--- src/rtl/tgt_ddr_pkg.sv ---
// Shared definitions for the target HDR-DDR TX path: serializer mode codes,
// read-response sequencer states and frame status codes.
package tgt_ddr_pkg;

   // Serializer mode codes (also decoded by the TX serializer)
   localparam logic [2:0] MODE_PRE_ZERO  = 3'b000;
   localparam logic [2:0] MODE_PRE_ONE   = 3'b001;
   localparam logic [2:0] MODE_CRC_TOKEN = 3'b010;
   localparam logic [2:0] MODE_SER_BYTE  = 3'b011;
   localparam logic [2:0] MODE_PARITY    = 3'b110;
   localparam logic [2:0] MODE_CRC_VALUE = 3'b111;

   typedef enum logic [3:0] {
      ST_IDLE,
      ST_ACK,
      ST_NACK,
      ST_PRE_DATA,
      ST_BYTE_HI,
      ST_BYTE_LO,
      ST_PARITY,
      ST_CRC_PRE,
      ST_CRC_TOK,
      ST_CRC_VAL,
      ST_FINISH
   } seq_state_e;

   typedef enum logic [1:0] {
      STAT_OK    = 2'b00,
      STAT_NACK  = 2'b01,
      STAT_ABORT = 2'b10,
      STAT_ZERO  = 2'b11
   } seq_status_e;

   // Mode presented to the serializer while in a given state
   function automatic logic [2:0] mode_of(seq_state_e s);
      logic [2:0] m;
      m = MODE_PRE_ZERO;
      case (s)
         ST_ACK:      m = MODE_PRE_ZERO;
         ST_NACK:     m = MODE_PRE_ONE;
         ST_PRE_DATA: m = MODE_PRE_ONE;
         ST_BYTE_HI:  m = MODE_SER_BYTE;
         ST_BYTE_LO:  m = MODE_SER_BYTE;
         ST_PARITY:   m = MODE_PARITY;
         ST_CRC_PRE:  m = MODE_PRE_ZERO;
         ST_CRC_TOK:  m = MODE_CRC_TOKEN;
         ST_CRC_VAL:  m = MODE_CRC_VALUE;
         default:     m = MODE_PRE_ZERO;
      endcase
      return m;
   endfunction

endpackage

--- src/rtl/tgt_ddr_tx_seq.sv ---
// Target-side HDR-DDR read-response sequencer. Steps the TX serializer
// through ACK/NACK preamble, N data words (preamble, hi, lo, parity) and
// the CRC trailer, addressing the register file for each data byte.
// Optional: define TGT_ABORT_EN to let i_abort end the frame at a data
// preamble (status 10, CRC skipped).
module tgt_ddr_tx_seq
   import tgt_ddr_pkg::*;
#(
   parameter int unsigned ADDR_W = 10,
   parameter int unsigned WCNT_W = 8
) (
   input  logic              i_sys_clk,
   input  logic              i_sys_rst,
   input  logic              i_eng_start,
   input  logic              i_eng_nack,
   input  logic [ADDR_W-1:0] i_eng_base_addr,
   input  logic [WCNT_W-1:0] i_eng_word_cnt,
   input  logic              i_tx_mode_done,
   input  logic              i_abort,
   output logic              o_tx_en,
   output logic [2:0]        o_tx_mode,
   output logic              o_regf_rd_en,
   output logic [ADDR_W-1:0] o_regf_addr,
   output logic              o_crc_init,
   output logic              o_busy,
   output logic              o_done,
   output logic [1:0]        o_status
);

   seq_state_e        state_q, state_d;
   seq_status_e       status_q, status_d;
   logic [ADDR_W-1:0] addr_q, addr_d;
   logic [WCNT_W-1:0] wcnt_q, wcnt_d;
   logic [WCNT_W-1:0] cnt_q, cnt_d;
   logic              tx_en_q, tx_en_d;
   logic [2:0]        mode_q, mode_d;
   logic              rd_en_q, rd_en_d;
   logic              crc_init_q, crc_init_d;
   logic              busy_q, busy_d;
   logic              done_q, done_d;

`ifndef TGT_ABORT_EN
   logic unused_abort;
   assign unused_abort = i_abort;
`endif

   // Next-state, counter updates and registered-output precompute
   always_comb begin
      state_d    = state_q;
      status_d   = status_q;
      addr_d     = addr_q;
      wcnt_d     = wcnt_q;
      cnt_d      = cnt_q;
      crc_init_d = 1'b0;

      case (state_q)
         ST_IDLE: begin
            if (i_eng_start) begin
               addr_d     = i_eng_base_addr;
               cnt_d      = i_eng_word_cnt;
               wcnt_d     = '0;
               crc_init_d = 1'b1;
               if (i_eng_nack) begin
                  status_d = STAT_OK;
                  state_d  = ST_NACK;
               end else if (i_eng_word_cnt == '0) begin
                  status_d = STAT_ZERO;
                  state_d  = ST_ACK;
               end else begin
                  status_d = STAT_OK;
                  state_d  = ST_ACK;
               end
            end
         end
         ST_ACK: begin
            if (i_tx_mode_done)
               state_d = (status_q == STAT_ZERO) ? ST_CRC_PRE : ST_PRE_DATA;
         end
         ST_NACK: begin
            if (i_tx_mode_done) begin
               state_d  = ST_FINISH;
               status_d = STAT_NACK;
            end
         end
         ST_PRE_DATA: begin
            if (i_tx_mode_done) begin
`ifdef TGT_ABORT_EN
               if (i_abort) begin
                  state_d  = ST_FINISH;
                  status_d = STAT_ABORT;
               end else begin
                  state_d = ST_BYTE_HI;
               end
`else
               state_d = ST_BYTE_HI;
`endif
            end
         end
         ST_BYTE_HI: begin
            if (i_tx_mode_done) begin
               state_d = ST_BYTE_LO;
               addr_d  = addr_q + ADDR_W'(1);
            end
         end
         ST_BYTE_LO: begin
            if (i_tx_mode_done) begin
               state_d = ST_PARITY;
               addr_d  = addr_q + ADDR_W'(1);
               wcnt_d  = wcnt_q + WCNT_W'(1);
            end
         end
         ST_PARITY: begin
            if (i_tx_mode_done)
               state_d = (wcnt_q < cnt_q) ? ST_PRE_DATA : ST_CRC_PRE;
         end
         ST_CRC_PRE: if (i_tx_mode_done) state_d = ST_CRC_TOK;
         ST_CRC_TOK: if (i_tx_mode_done) state_d = ST_CRC_VAL;
         ST_CRC_VAL: if (i_tx_mode_done) state_d = ST_FINISH;
         ST_FINISH:  state_d = ST_IDLE;
         default:    state_d = ST_IDLE;
      endcase

      // Outputs are registered from the upcoming state, so they change
      // together with the state and never glitch toward the serializer.
      tx_en_d = !(state_d inside {ST_IDLE, ST_FINISH});
      mode_d  = mode_of(state_d);
      rd_en_d = (state_d inside {ST_BYTE_HI, ST_BYTE_LO});
      done_d  = (state_d == ST_FINISH);
      busy_d  = tx_en_d;
   end

   // State, counters and output registers with async active-low reset
   always_ff @(posedge i_sys_clk or negedge i_sys_rst) begin
      if (!i_sys_rst) begin
         state_q    <= ST_IDLE;
         status_q   <= STAT_OK;
         addr_q     <= '0;
         wcnt_q     <= '0;
         cnt_q      <= '0;
         tx_en_q    <= 1'b0;
         mode_q     <= MODE_PRE_ZERO;
         rd_en_q    <= 1'b0;
         crc_init_q <= 1'b0;
         busy_q     <= 1'b0;
         done_q     <= 1'b0;
      end else begin
         state_q    <= state_d;
         status_q   <= status_d;
         addr_q     <= addr_d;
         wcnt_q     <= wcnt_d;
         cnt_q      <= cnt_d;
         tx_en_q    <= tx_en_d;
         mode_q     <= mode_d;
         rd_en_q    <= rd_en_d;
         crc_init_q <= crc_init_d;
         busy_q     <= busy_d;
         done_q     <= done_d;
      end
   end

   assign o_tx_en      = tx_en_q;
   assign o_tx_mode    = mode_q;
   assign o_regf_rd_en = rd_en_q;
   assign o_regf_addr  = addr_q;
   assign o_crc_init   = crc_init_q;
   assign o_busy       = busy_q;
   assign o_done       = done_q;
   assign o_status     = status_q;

endmodule

--- config.mk ---
export PLATFORM = sky130hd
export DESIGN_NAME = tgt_ddr_tx_seq
export DESIGN_NICKNAME = d
export VERILOG_FILES = /design/src/rtl/tgt_ddr_pkg.sv /design/src/rtl/tgt_ddr_tx_seq.sv
export SDC_FILE = /design/constraint.sdc
export NUM_CORES = 1
export LEC_CHECK = 0
export BUFFER_PORTS_ARGS = -buffer_cell sky130_fd_sc_hd__buf_2
export CAP_MARGIN = 20
export CORE_ASPECT_RATIO = 0.5
export CORE_UTILIZATION = 45
export DETAILED_ROUTE_END_ITERATION = 6
export GPL_ROUTABILITY_DRIVEN = 0
export MAX_ROUTING_LAYER = met4
export PLACE_DENSITY = 0.66
export SETUP_SLACK_MARGIN = 0.3
export SLEW_MARGIN = 10
export SYNTH_ARGS = -nofsm -noshare
export SYNTH_HDL_FRONTEND = slang
export SYNTH_SLANG_ARGS = --single-unit
--- constraint.sdc ---
create_clock -name i_sys_clk -period 2.3 [get_ports i_sys_clk]
set_input_delay 0.46 -clock i_sys_clk [delete_from_list [all_inputs] [get_ports i_sys_clk]]
set_output_delay 0.46 -clock i_sys_clk [all_outputs]
set_load 0.005 [all_outputs]
==> summary.md <==
| Metric | Value |
|---|---|
| Outcome | `completed` |
| Full die area | `0.00519 mm2` |
| CP required | `between 2 and 2.5 ns` |
| CP Launch Type | `register` |
| DRC viols | `0` |
| Syn_area_per_cell | `roughly 9 um2` |
| CP max stage delay | `0.42 ns` |
| Final Cycle Share | `81.7%` |
| Vias in the first global route | `1687` |
| Crit Path Class | `register to register` |
| Dpl cell area | `roughly 0.0025 mm2` |
| Crit path max-delay cell type | `dfrtp_1` |
| Design Area, Final | `~0.0026 mm2` |
| Arrival @ worst endpoint | `slightly above 2 ns` |
| Area occupied by multi-input gates | `about 0.0011 mm2` |
| Initial antenna violation count | `0` |
| Final Hold Fails | `0` |
| Hpwl dp | `3390 um` |
| Clock Skews | `a little over 0.006 ns` |
| Num CTS Buffers | `5` |
| Count of state elements after synthesis | `39` |
| N_diodes | `0` |
| YS warnings | `0` |
| Delay-heaviest family, CP | `compound AO/OA/AOI/OAI gates` |
| Post-CTS sizing | `0` |
| CTS sink cnt | `39` |
| Hold slack | `0.289 ns` |
| Fin Setup TNS | `0 ns` |
| Mapped Area | `approximately 0.0022 mm2` |
| Final WL | `approximately 4700 um` |
| Max-slew violations | `0` |
| Antenna Nets Post-Route | `0` |
| Post-synthesis instance total | `approximately 250` |
| Initial Util | `about half` |
| Unrepaired setup endpoints after global routing | `yes` |
| Setup violations, final | `0` |
| Root Driver | `clkbuf_8` |
| Global-route wire length before repair | `around 7800 um` |
| Pleak | `roughly 1.2 nW` |
| CTS H-Tree Depth | `2` |
| FF/Latch Area | `976 um2` |
| Pwr/cell area | `around 1200 mW/mm2` |
| Fill count | `420` |
| Maxcap violations | `0` |
| Area growth syn-to-layout | `16.8%` |
| Clk_lat worst skew | `~0.28 ns` |
| Nets@finish | `323` |
| Max IR drop VDD | `between 300 and 400 uV` |
| Max Freq | `between 500 and 600 MHz` |
| Share of cells above drive strength 1 | `a little under a quarter` |
| Overflow after GRT | `0` |
| Vias | `between 1500 and 2000` |
| Final non-filler cell total | `~360` |
| Drt wl/cell | `13.3 um` |
| I/O Buffers | `42` |
| CP max FO | `3` |
| Fin crit period | `between 1.5 and 2 ns` |
| Largest net degree at the start of global routing | `40` |
| Synth cell types | `between 40 and 50` |
| Util after Layout | `a little under three fifths` |
| Top cells by area, synth | `dfrtp_1 44%, ha_1 5.7%, nand2_1 5.6%` |
| Row count | `17` |
| Tot GR Track Use | `roughly 20%` |
| Core area | `0.00455 mm2` |
| Drt pass-1 iters | `4` |
| Worst-path clk slew | `roughly 0.070 ns` |
| Chip width | `101 um` |
| CTS tree | `yes` |
| I/O pin cnt | `44` |
| Post-synth top area share | `about 44%` |
| Dominant cell type by area after synthesis | `dfrtp_1` |
| Max-Slew Margin vs Limit | `between 40% and 50%` |
| First-iteration detailed-routing DRC count | `71` |
| Worst Tran Pin Value | `a little under 0.9 ns` |
| CP cell instances | `ha_1 -> a21o_1 -> a21oi_1 -> a211oi_1 -> a211oi_2 -> ha_1 -> nand2_1 -> nand2_1` |
| CP Buf/Inv Count | `0` |
| Hold WC Path Type | `input port to asynchronous set/reset pin` |
| Max Root-Sink Buffers | `2` |
| Placed cells | `~350` |
| Register area share after synthesis | `between 40 and 50%` |
| Die Y | `a little over 50 um` |
| Drt via density | `between 5 and 6` |
| Syn_nets | `roughly 280` |
| Crit. End Element | `register` |
## final timing paths
kind | start | end | slack [ns] | depth (start not counted)
worst max-delay path | wcnt_q[6] | o_tx_mode[0] | 0.42 | 8
worst max register to register | wcnt_q[6] | o_tx_mode[0] | 0.42 | 8
worst min register to register | cnt_q[0] | cnt_q[0] | 0.49 | 2
max in group asynchronous | i_sys_rst | o_regf_rd_en | 1.46 | 1
min in group i_sys_clk | i_eng_word_cnt[0] | cnt_q[0] | 0.39 | 3
worst min-delay path | i_sys_rst | o_regf_addr[6] | 0.29 | 1
## synth_stat cells, drive strengths merged
| library cell | instances |
|---|---|
| or2b | 1 |
| nor2 | 16 |
| clkbuf | 4 |
| nor3b | 1 |
| nor4 | 2 |
| a211oi | 6 |
| buf | 8 |
| mux2 | 1 |
| a21bo | 1 |
| a31oi | 2 |
| and2 | 2 |
| nand4 | 5 |
| a21oi | 24 |
| a311oi | 1 |
| o31ai | 1 |
| dfrtp | 39 |
| a211o | 1 |
| a221o | 1 |
| ha | 10 |
| a22o | 2 |
| nor2b | 3 |
| mux2i | 2 |
| and3 | 4 |
| nand2 | 33 |
| o22a | 1 |
| xnor2 | 2 |
| nand3 | 13 |
| or3 | 1 |
| nor3 | 3 |
| nand3b | 4 |
| nand2b | 5 |
| xor2 | 4 |
| a2bb2oi | 1 |
| inv | 13 |
| o21ai | 20 |
| a21o | 2 |
| o22ai | 6 |
## cell type report
class                   instances  area share, %
well taps                      66           3.21
repair buffers                 49           10.2
flip-flops and latches         39           38.0
inverters                      13           1.90
multi-input cells             181           43.3
clock inverters                 1          0.195
clock buffers                   6           3.21
## state kept, by name, indices dropped and copies added, names as in the netlist
| signal | count |
|---|---|
| o_tx_mode | 3 |
| state_q | 4 |
| o_regf_addr | 10 |
| o_done | 1 |
| o_status | 2 |
| o_crc_init | 1 |
| o_regf_rd_en | 1 |
| o_busy | 1 |
| wcnt_q | 8 |
| cnt_q | 8 |
## cell usage in the layout (no fill, tap or decap), drive strengths merged, types with 2 or more instances in the layout
master	synthesis	final
inv	13	13
clkbuf	4	6
a31oi	2	2
o21ai	20	20
mux2i	2	2
and2	2	2
a21o	2	2
xor2	4	4
o22ai	6	6
nor4	2	2
dfrtp	39	39
nand4	5	5
nand3	13	13
nand3b	4	4
nand2b	5	5
nor2b	3	3
a22o	2	2
nor2	16	16
and3	4	4
xnor2	2	2
a211oi	6	6
buf	8	49
a21oi	24	24
ha	10	10
nor3	3	3
nand2	33	33
## routing by layer
metal	share of wire [%]	GRT usage [%]	wire length, um	up-vias
li1	-	-	-	953
met1	50	26.4	2350	859
met2	46	32.0	2170	29
met3	4.0	5.20	187	2
met4	0.51	5.56	24	0
met5	0	-	0	-
## metrics by stage
| step | power (mW) | setup slack, ns |
|---|---|---|
| 2_1_floorplan | 2.18 | 0.383 |
| 3_3_place_gp | 2.59 | 0.363 |
| 3_5_place_dp | 2.64 | 0.343 |
| 4_1_cts | 3.11 | 0.377 |
| 5_1_grt | 3.39 | 0.287 |
| 6_report | 3.09 | 0.422 |
## power breakdown
| part | total (mW) | internal [mW] | leakage, nW | switching (mW) |
|---|---|---|---|---|
| Sequential | 1.16 | 0.945 | 0.486 | 0.211 |
| Combinational | 1.47 | 0.636 | 0.673 | 0.834 |
| Clock | 0.463 | 0.235 | 0.0470 | 0.228 |
## logic make-up after synthesis
family | Yosys count | synth area share [%]
mux | 3 | 1.42
flops | 39 | 44.4
xor+xnor | 6 | 2.39
buf+inv | 25 | 5.07
simple gates | 93 | 21.6
compound gates | 69 | 19.5
fa+ha+maj | 10 | 5.69
## repair_timing
item | 4_1_cts | 5_1_grt
hold buffers | 0 | 0
buffers inserted | 0 | 0
setup endpoints to repair | 0 | 3
No activity file was read; power rests on OpenSTA's default activity.
